$ cat src/rtl/register_tree_pkg.sv
// Shared helpers for the register max-heap: seed values and child indexing.
// Latency: n/a (pure functions, elaborated or evaluated combinationally).
// Backpressure: n/a.
package register_tree_pkg;

    // Reset value of node idx for a queue seeded with qsize entries:
    // a descending ramp (qsize*10 down to 0), zero beyond the seeded range.
    function automatic int seed_value(input int idx, input int qsize);
        return (idx <= qsize) ? (qsize - idx) * 10 : 0;
    endfunction

    function automatic int left_child(input int idx);
        return 2 * idx + 1;
    endfunction

    function automatic int right_child(input int idx);
        return 2 * idx + 2;
    endfunction

endpackage

$ cat src/rtl/register_tree_cmp.sv
// Compare one parent against its two children for a sift-down step.
// Latency: combinational, zero cycles.
// Backpressure: none.
//
// Ports: parent/left/right node values in; sel_right picks the larger child
// (left wins ties); swap is set when that child is strictly above the parent.
module register_tree_cmp #(
    parameter int DATA_WIDTH = 32
) (
    input  logic [DATA_WIDTH-1:0] parent,
    input  logic [DATA_WIDTH-1:0] left,
    input  logic [DATA_WIDTH-1:0] right,
    output logic                  sel_right,
    output logic                  swap
);

    logic [DATA_WIDTH-1:0] child;

    always_comb begin
        sel_right = (left < right);
        child     = sel_right ? right : left;
        swap      = (child > parent);
    end

endmodule

$ cat src/rtl/register_tree_core.sv
// Flat-register binary max-heap with a replace-top operation; root on o_data.
// Latency: o_data = i_data one edge after request, true max one edge later; heap settled after TREE_DEPTH edges.
// Backpressure: none; requests arriving while a sift is in progress are dropped.
//
// Ports: CLK, RSTn (async active-low), i_replace/i_data (replace-top request
// and value), o_data (current root, registered).
module register_tree_core
    import register_tree_pkg::*;
#(
    parameter int QUEUE_SIZE = 8,
    parameter int DATA_WIDTH = 32
) (
    input  logic                  CLK,
    input  logic                  RSTn,
    input  logic                  i_replace,
    input  logic [DATA_WIDTH-1:0] i_data,
    output logic [DATA_WIDTH-1:0] o_data
);

    localparam int TREE_DEPTH   = $clog2(QUEUE_SIZE + 1);
    localparam int NODES_NEEDED = 2 ** TREE_DEPTH - 1;
    localparam int COMP_COUNT   = NODES_NEEDED / 2;
    localparam int POS_W        = (NODES_NEEDED > 1) ? $clog2(NODES_NEEDED) : 1;
    localparam int LVL_W        = (TREE_DEPTH > 1) ? $clog2(TREE_DEPTH) : 1;
    localparam logic [LVL_W-1:0] LAST_LVL = LVL_W'(TREE_DEPTH - 2);

    logic [DATA_WIDTH-1:0] node [NODES_NEEDED];
    logic                  busy;
    logic [POS_W-1:0]      pos;
    logic [LVL_W-1:0]      level;

    logic [POS_W-1:0]      l_idx;
    logic [POS_W-1:0]      r_idx;
    logic [POS_W-1:0]      c_idx;
    logic                  sel_right;
    logic                  swap;

    // Child indices are only meaningful while pos is a parent; once the sift
    // has walked onto a leaf they are parked at 0 so the array is never
    // indexed out of range.
    always_comb begin
        l_idx = '0;
        r_idx = '0;
        if (int'(pos) < COMP_COUNT) begin
            l_idx = POS_W'(left_child(int'(pos)));
            r_idx = POS_W'(right_child(int'(pos)));
        end
        c_idx = sel_right ? r_idx : l_idx;
    end

    // One comparator shared across levels, steered by the current position.
    register_tree_cmp #(
        .DATA_WIDTH (DATA_WIDTH)
    ) u_cmp (
        .parent    (node[pos]),
        .left      (node[l_idx]),
        .right     (node[r_idx]),
        .sel_right (sel_right),
        .swap      (swap)
    );

    always_ff @(posedge CLK or negedge RSTn) begin
        if (!RSTn) begin
            for (int i = 0; i < NODES_NEEDED; i++) begin
                node[i] <= DATA_WIDTH'(seed_value(i, QUEUE_SIZE));
            end
            busy  <= 1'b0;
            pos   <= '0;
            level <= '0;
        end else if (!busy) begin
            if (i_replace) begin
                node[0] <= i_data;
                busy    <= 1'b1;
                pos     <= '0;
                level   <= '0;
            end
        end else begin
            if (swap) begin
                node[pos]   <= node[c_idx];
                node[c_idx] <= node[pos];
                pos         <= c_idx;
            end
            // Stop early when the heap order already holds, and always after
            // the last parent level since there is nothing below it.
            if (!swap || level == LAST_LVL) begin
                busy <= 1'b0;
            end else begin
                level <= level + 1'b1;
            end
        end
    end

    assign o_data = node[0];

endmodule

$ cat config.mk
export PLATFORM = sky130hd
export DESIGN_NAME = register_tree_core
export DESIGN_NICKNAME = d
export VERILOG_FILES = /design/src/rtl/register_tree_pkg.sv /design/src/rtl/register_tree_cmp.sv /design/src/rtl/register_tree_core.sv
export SDC_FILE = /design/constraint.sdc
export NUM_CORES = 2
export LEC_CHECK = 0
export ABC_CLOCK_PERIOD_IN_PS = 8700
export CELL_PAD_IN_SITES_DETAIL_PLACEMENT = 1
export CELL_PAD_IN_SITES_GLOBAL_PLACEMENT = 1
export CORE_ASPECT_RATIO = 1.75
export CORE_MARGIN = 2
export CORE_UTILIZATION = 25
export DETAILED_ROUTE_END_ITERATION = 6
export GPL_ROUTABILITY_DRIVEN = 0
export MAX_ROUTING_LAYER = met4
export PLACE_DENSITY = 0.51
export SLEW_MARGIN = 10
export SYNTH_ARGS = -nofsm -noshare
export SYNTH_HDL_FRONTEND = slang
export SYNTH_SLANG_ARGS = --single-unit
$ cat constraint.sdc
create_clock -name CLK -period 8.7 [get_ports CLK]
set_input_delay 1.74 -clock CLK [delete_from_list [all_inputs] [get_ports CLK]]
set_output_delay 1.74 -clock CLK [all_outputs]
set_load 0.02 [all_outputs]
**Word level (Yosys, flattened, before mapping)**

Cells that the tools add are included.

- Bits in registers: 487

- Add/sub/neg operators: 3
- Order comparisons: 9
- Eq/ne operators: 3
- Mux-type cells: 34
- Bitwise operators: 4
- Reductions and logical operators: 8

Operators by type and width:

| operator | count |
|---|---|
| bitwise mux 480 bit | 2 |
| binary-select mux 32 bit (select 4 bit) | 4 |
| two-way mux 480 bit | 1 |
| two-way mux 32 bit | 13 |
| demux 32 bit (select 4 bit) | 2 |
| greater-than comparator 32 bit | 1 |
| less-than comparator 32 bit | 1 |
| two-way mux 4 bit | 6 |
| >= comparator 5 bit, second input constant | 4 |
| inverter 4 -> 5 bit | 4 |
| less-than comparator 5 x 1 -> 1 bit, second input constant | 2 |
| two-way mux 2 bit | 3 |
| AND reduction 2 bit | 3 |
| adder 4 x 1 -> 4 bit, second input constant | 1 |
| adder 4 x 2 -> 4 bit, second input constant | 1 |
| less-than comparator 4 x 3 -> 1 bit, second input constant | 1 |
| two-way mux 1 bit | 3 |
| adder 2 x 1 -> 2 bit, second input constant | 1 |
| equality test 2 bit, second input constant | 1 |
| logical AND 1 bit | 2 |
| != test 2 x 1 -> 1 bit, second input constant | 1 |
| != test 2 bit, second input constant | 1 |
| nonzero test 2 bit | 1 |
| logical NOT 1 bit | 1 |
| logical OR 1 bit | 1 |

**Logic depth before layout (Yosys ltp)**

- Depth in word-level cells: 16
- Depth in mapped cells: 38

**By module**

Synthesis repeated with hierarchy kept, for this count alone.

- Cell total of the unflattened synthesis: 3758
- Area, all modules: 35320.1 µm²

By module, submodules not included:

| module | times used | cells an instance | area each (µm²) |
|---|---|---|---|
| register_tree_core | 1 | 3502 | 33344.5 |
| register_tree_cmp | 1 | 256 | 1975.6 |

**Worst setup path after synthesis**

Ideal clock, no wire load.

- Path type: register -> register
- From: register pos[1]
- To: register node[65] in the netlist's numbering
- Setup time: 0.126 ns
- Arrival: 7.893 ns
- Required time: 8.574 ns
- Setup slack: 0.681 ns
- Stages on the path, launching flop included: 35
- Path buffers: 13
- Cell sequence: dfrtp_1 -> buf_2 -> inv_1 -> clkbuf_1 -> clkbuf_1 -> clkbuf_1 -> ha_1 -> and2_0 -> clkbuf_1 -> clkbuf_1 -> clkbuf_1 -> a21oi_1 -> ha_1 -> a211o_1 -> o41ai_1 -> o211ai_1 -> or2_1 -> buf_2 -> nor2_1 -> buf_4 -> mux2_2 -> buf_2 -> ha_1 -> a21oi_1 -> o21ai_0 -> a2111oi_0 -> a21oi_1 -> nor3_2 -> nor2_2 -> clkbuf_1 -> buf_1 -> nand2_1 -> clkbuf_1 -> nor2_1 -> a221o_1

- Longest elaborated chain between the ends: 14

RTL lines:

| item | line | source |
|---|---|---|
| from (decl) | register_tree_core.sv:29 | `logic [POS_W-1:0] pos;` |
| from (signal assigned) | register_tree_core.sv:81 | `pos <= c_idx;` |
| adder 4 x 1 -> 4 bit (tied with other cells) | register_tree_pkg.sv:13 | `return 2 * idx + 1;` |
| two-way mux 4 bit | register_tree_core.sv:44 | `if (int'(pos) < COMP_COUNT) begin` |
| inverter 4 -> 5 bit (on tied branches) | register_tree_core.sv:56, register_tree_core.sv:57 |  |
| binary-select mux 32 bit (select 4 bit) (on tied branches) | register_tree_core.sv:56, register_tree_core.sv:57 |  |
| two-way mux 32 bit (on tied branches) (2 in a row) | register_tree_core.sv:56, register_tree_core.sv:57 |  |
| less-than comparator 32 bit | register_tree_cmp.sv:20 | `sel_right = (left < right);` |
| two-way mux 4 bit | register_tree_core.sv:48 | `c_idx = sel_right ? r_idx : l_idx;` |
| inverter 4 -> 5 bit (not written as such) | register_tree_core.sv:79, register_tree_core.sv:80 |  |
| >= comparator 5 bit (not written as such) (tied with other cells) | register_tree_core.sv:80 | `node[c_idx] <= node[pos];` |
| logical AND 1 bit (not written as such) / two-way mux 32 bit (equally long branches) | register_tree_core.sv:80, register_tree_core.sv:79 |  |
| two-way mux 32 bit (on tied branches) | register_tree_core.sv:80, register_tree_core.sv:79 |  |
| demux 32 bit (select 4 bit) / bitwise mux 480 bit (equally long branches) | register_tree_core.sv:80, register_tree_core.sv:79 |  |
| bitwise mux 480 bit | register_tree_core.sv:80 |  |
| to (signal, indexed assignment) | register_tree_core.sv:65 | `node[i] <= DATA_WIDTH'(seed_value(i, QUEUE_SIZE));` |
| to (signal, indexed assignment) | register_tree_core.sv:79 | `node[pos] <= node[c_idx];` |
| to (signal, indexed assignment) | register_tree_core.sv:80 |  |
| to (decl) | register_tree_core.sv:27 | `logic [DATA_WIDTH-1:0] node [NODES_NEEDED];` |

Several ways; a longest one is shown, not always the timed one. The select of a mux whose other input is x is not followed.
A chain may end at the register's enable or synchronous reset.

**Worst setup path in the final report**

- From: register pos[0]
- To: register node (netlist bit o_data[19])

- Longest elaborated chain between the ends: 16

RTL lines:

| item | line | source |
|---|---|---|
| adder 4 x 1 -> 4 bit (tied with other cells) | register_tree_pkg.sv:13 |  |
| two-way mux 4 bit | register_tree_core.sv:44 |  |
| inverter 4 -> 5 bit (on tied branches) | register_tree_core.sv:56, register_tree_core.sv:57 |  |
| binary-select mux 32 bit (select 4 bit) (on tied branches) | register_tree_core.sv:56, register_tree_core.sv:57 |  |
| two-way mux 32 bit (on tied branches) (2 in a row) | register_tree_core.sv:56, register_tree_core.sv:57 |  |
| less-than comparator 32 bit | register_tree_cmp.sv:20 |  |
| two-way mux 4 bit | register_tree_core.sv:48 |  |
| inverter 4 -> 5 bit (not written as such) | register_tree_core.sv:79, register_tree_core.sv:80 |  |
| >= comparator 5 bit (not written as such) (tied with other cells) | register_tree_core.sv:80 |  |
| logical AND 1 bit (not written as such) / two-way mux 32 bit (equally long branches) | register_tree_core.sv:80, register_tree_core.sv:79 |  |
| two-way mux 32 bit (on tied branches) | register_tree_core.sv:80, register_tree_core.sv:79 |  |
| demux 32 bit (select 4 bit) / bitwise mux 480 bit (equally long branches) | register_tree_core.sv:80, register_tree_core.sv:79 |  |
| bitwise mux 480 bit | register_tree_core.sv:80 |  |
| two-way mux 480 bit | register_tree_core.sv:78 | `if (swap) begin` |
| two-way mux 32 bit | register_tree_core.sv:70 | `end else if (!busy) begin` |

Several ways; a longest one is shown, not always the timed one. The select of a mux whose other input is x is not followed.

==> flow_metrics.env <==
export IMPL_drt_iter0_markers=2972
export IMPL_wire_per_inst_um=39.2
export IMPL_hold_path_class="flip-flop to flip-flop"
export IMPL_synthesis_area_um2=31600
export IMPL_rsz0062_at_grt="no"
export IMPL_placed_cell_area_um2=35800
export IMPL_antenna_found_initial=4
export IMPL_die_h_um=474
export IMPL_design_area_um2=37700
export IMPL_crit_arrival_ps=9100
export IMPL_dieArea_um2=129000
export IMPL_area_growth_pct=19.3
export IMPL_cts_tree="done"
export IMPL_tightest_slew_ps=1150
export IMPL_synthTopCellsByArea="dfrtp_1 37%, a221o_1 9.4%, mux4_2 8.3%"
export IMPL_dr_pass1_iters=7
export IMPL_grt_overflow=0
export IMPL_cts_max_path_buffers=3
export IMPL_grt_max_degree=126
export IMPL_cpLargestDelayFamily="compound AO/OA/AOI/OAI gates"
export IMPL_p_per_area_nw_per_um2=512
export IMPL_crit_slowest_cell="a2111oi_0"
export IMPL_yosysWarnings=0
export IMPL_synth_seq_area_share_pct=38.6
export IMPL_synth_top_flop_cell="dfrtp_1"
export IMPL_setup_tns_ps=0
export IMPL_status="finished clean"
export IMPL_timing_final_crit_share_pct=98.6
export IMPL_path_max_fanout=17
export IMPL_ctsHoldBuffers=0
export IMPL_fmax_mhz=117
export IMPL_netlist_cell_type_count=83
export IMPL_initial_core_util_pct=25.2
export IMPL_fillCellCount=14000
export IMPL_portBuffers=66
export IMPL_finish_net_count=3369
export IMPL_synthCells=3234
export IMPL_numCtsBuffers=51
export IMPL_hpwlAfterDp_mm=131
export IMPL_grt_use_total_pct=30.6
export IMPL_power_total_uw=19300
export IMPL_drtAntennaViolNets=0
export IMPL_cp_end_kind="flip-flop"
export IMPL_relSlewSlack_pct=23.4
export IMPL_num_rows=172
export IMPL_post_route_cells_drive_above_1_share_pct=19.7
export IMPL_clk_pin_slew_ps=70
export IMPL_netlist_area_leader_share_pct=36.8
export IMPL_wl_mm=195
export IMPL_grt_pass1_wl_mm=270
export IMPL_skew_ps=20.8
export IMPL_num_vias=31500
export IMPL_first_global_vias=33400
export IMPL_hold_viol=0
export IMPL_core_area_um2=125000
export IMPL_power_leakage_uw=0.0151
export IMPL_synth_edff_count=0
export IMPL_setup_viol=0
export IMPL_worst_skew_pair_late_latency_ps=670
export IMPL_ys_ff_latch=487
export IMPL_worstPathRequired_ps=9230
export IMPL_async_reset_ff_share_pct=100
export IMPL_htree_levels=2
export IMPL_die_w_um=273
export IMPL_slew_violations=0
export IMPL_synth_fp_nets=3337
export IMPL_max_vdd_ir_drop_uv=332
export IMPL_cts_num_sinks=487
export IMPL_drc=0
export IMPL_crit_buf_inv=5
export IMPL_cpMostUsedCell="a21oi_1"
export IMPL_worstSetupPathType="flip-flop to flip-flop"
export IMPL_cts_root_buf="clkbuf_16"
export IMPL_io_pins=67
export IMPL_via_per_inst=6.35
export IMPL_fin_crit_ps=8570
export IMPL_maxCapViolCount=0
export IMPL_yosysTopAreaCell="dfrtp_1"
export IMPL_max_stage_delay_ps=650
export IMPL_syn_avg_cell_area_um2=9.78
export IMPL_final_util_pct=30.1
export IMPL_critPathLaunchType="flip-flop"
==> Yosys cell counts (5+ instances only) <==
| cell type | n |
|---|---|
| a211oi_1 | 35 |
| a21o_1 | 9 |
| a21oi_1 | 124 |
| a221o_1 | 298 |
| a221oi_1 | 10 |
| a22o_1 | 77 |
| a22oi_1 | 103 |
| a2bb2oi_1 | 5 |
| a311oi_1 | 15 |
| a31oi_1 | 25 |
| a32o_1 | 15 |
| and2_1 | 11 |
| and3_1 | 17 |
| buf_1 | 20 |
| buf_2 | 106 |
| buf_4 | 52 |
| clkbuf_1 | 202 |
| dfrtp_1 | 465 |
| dfstp_2 | 22 |
| ha_1 | 68 |
| inv_1 | 77 |
| mux2_2 | 55 |
| mux2i_1 | 104 |
| mux4_2 | 117 |
| nand2_1 | 311 |
| nand2b_1 | 6 |
| nand3_1 | 40 |
| nand4_1 | 13 |
| nor2_1 | 284 |
| nor2b_1 | 16 |
| nor3_1 | 74 |
| o211ai_1 | 17 |
| o21a_1 | 6 |
| o21ai_0 | 194 |
| o21ai_1 | 15 |
| o221ai_1 | 32 |
| o22a_1 | 14 |
| o22ai_1 | 59 |
| o2bb2ai_1 | 36 |
| o31ai_1 | 10 |
| or3_1 | 10 |
==> cell type report <==
cell class / count / area (um^2) / area share [%]
multi-input combinational: 2285 / 17700 / 46.9
tap: 1653 / 2070 / 5.48
clock buffer: 72 / 1470 / 3.89
sequential: 487 / 12200 / 32.4
clock inverter: 20 / 383 / 1.01
antenna: 2 / 5.00 / 0.0133
timing repair buffer: 360 / 3570 / 9.47
inverter: 81 / 304 / 0.806
==> stage by stage <==
step,hold WS (ps),setup WS [ps],cells
3_5_place_dp,470,153,4866
6_report,492,126,4960
2_1_floorplan,449,681,3234
5_1_grt,513,4.69,4960
3_3_place_gp,465,155,4866
4_1_cts,491,136,4958
==> path summary, 6_finish.rpt <==
path,start,endpoint,slack (ps),depth (start not counted)
max in group asynchronous,RSTn,node[42],5710,3
setup reg to reg,pos[0],o_data[19],130,29
min in group asynchronous,RSTn,node[237],1060,1
hold reg to reg,node[5],node[5],490,1
setup / recovery,pos[0],o_data[19],130,29
hold / removal,node[5],node[5],490,1
==> report_power, final <==
group | internal (uW) | switching, uW
Sequential | 3030 | 902
Combinational | 4240 | 8560
Clock | 1500 | 1100
==> placed cells by master (no fill, tap or decap), types with 53 or more instances in the layout <==
cell type	n
inv_1	74
nand2_1	306
mux4_2	117
o21ai_0	192
o22ai_1	58
mux2i_1	104
buf_12	56
ha_1	68
a22oi_1	103
dfrtp_1	461
clkbuf_16	53
nor2_1	275
a22o_1	77
a221o_1	298
nor3_1	70
a21oi_1	122
buf_4	238
mux2_2	55
clkdlybuf4s50_1	65
==> what timing repair did <==
action                                  CTS  global route
endpoints found under the hold margin     0             0
buffers inserted                          0             0
resized for setup                         0             3
endpoints found under the setup margin    0           361
==> flip-flops by register name, indices dropped and copies added, names as in the netlist <==
signal  count
node      448
o_data     32
pos         4
level       2
busy        1
==> metal layers <==
layer	vias to the layer above	global-route usage, %	part of all wire [%]	wire (um)
li1	12500	-	-	-
met1	16500	31.6	35	67200
met2	1671	50.6	49	95000
met3	792	4.66	6.2	12000
met4	0	26.6	11	20500
met5	-	-	0	0
==> logic make-up after synthesis <==
family,count (synthesis),share of synthesized area (%)
AOI/OAI and AO/OA,1132,27.5
adders and majority gates,68,2.69
buffers and inverters,462,6.53
DFF,487,38.6
xor gates and xnor gates,2,0.0554
and+or+nand+nor,807,11.0
muxes,276,13.6
==> worst register-to-register path, delay by kind of cell, from the launching register on <==
family,cells,cell delay (ps)
flip-flops,1,460
buffers and inverters,5,1000
AND/OR/NAND/NOR,8,2220
adder cells (fa/ha/maj),3,1120
AO/OA/AOI/OAI,12,3280
multiplexers,1,360
No activity file was read; power rests on OpenSTA's default activity.
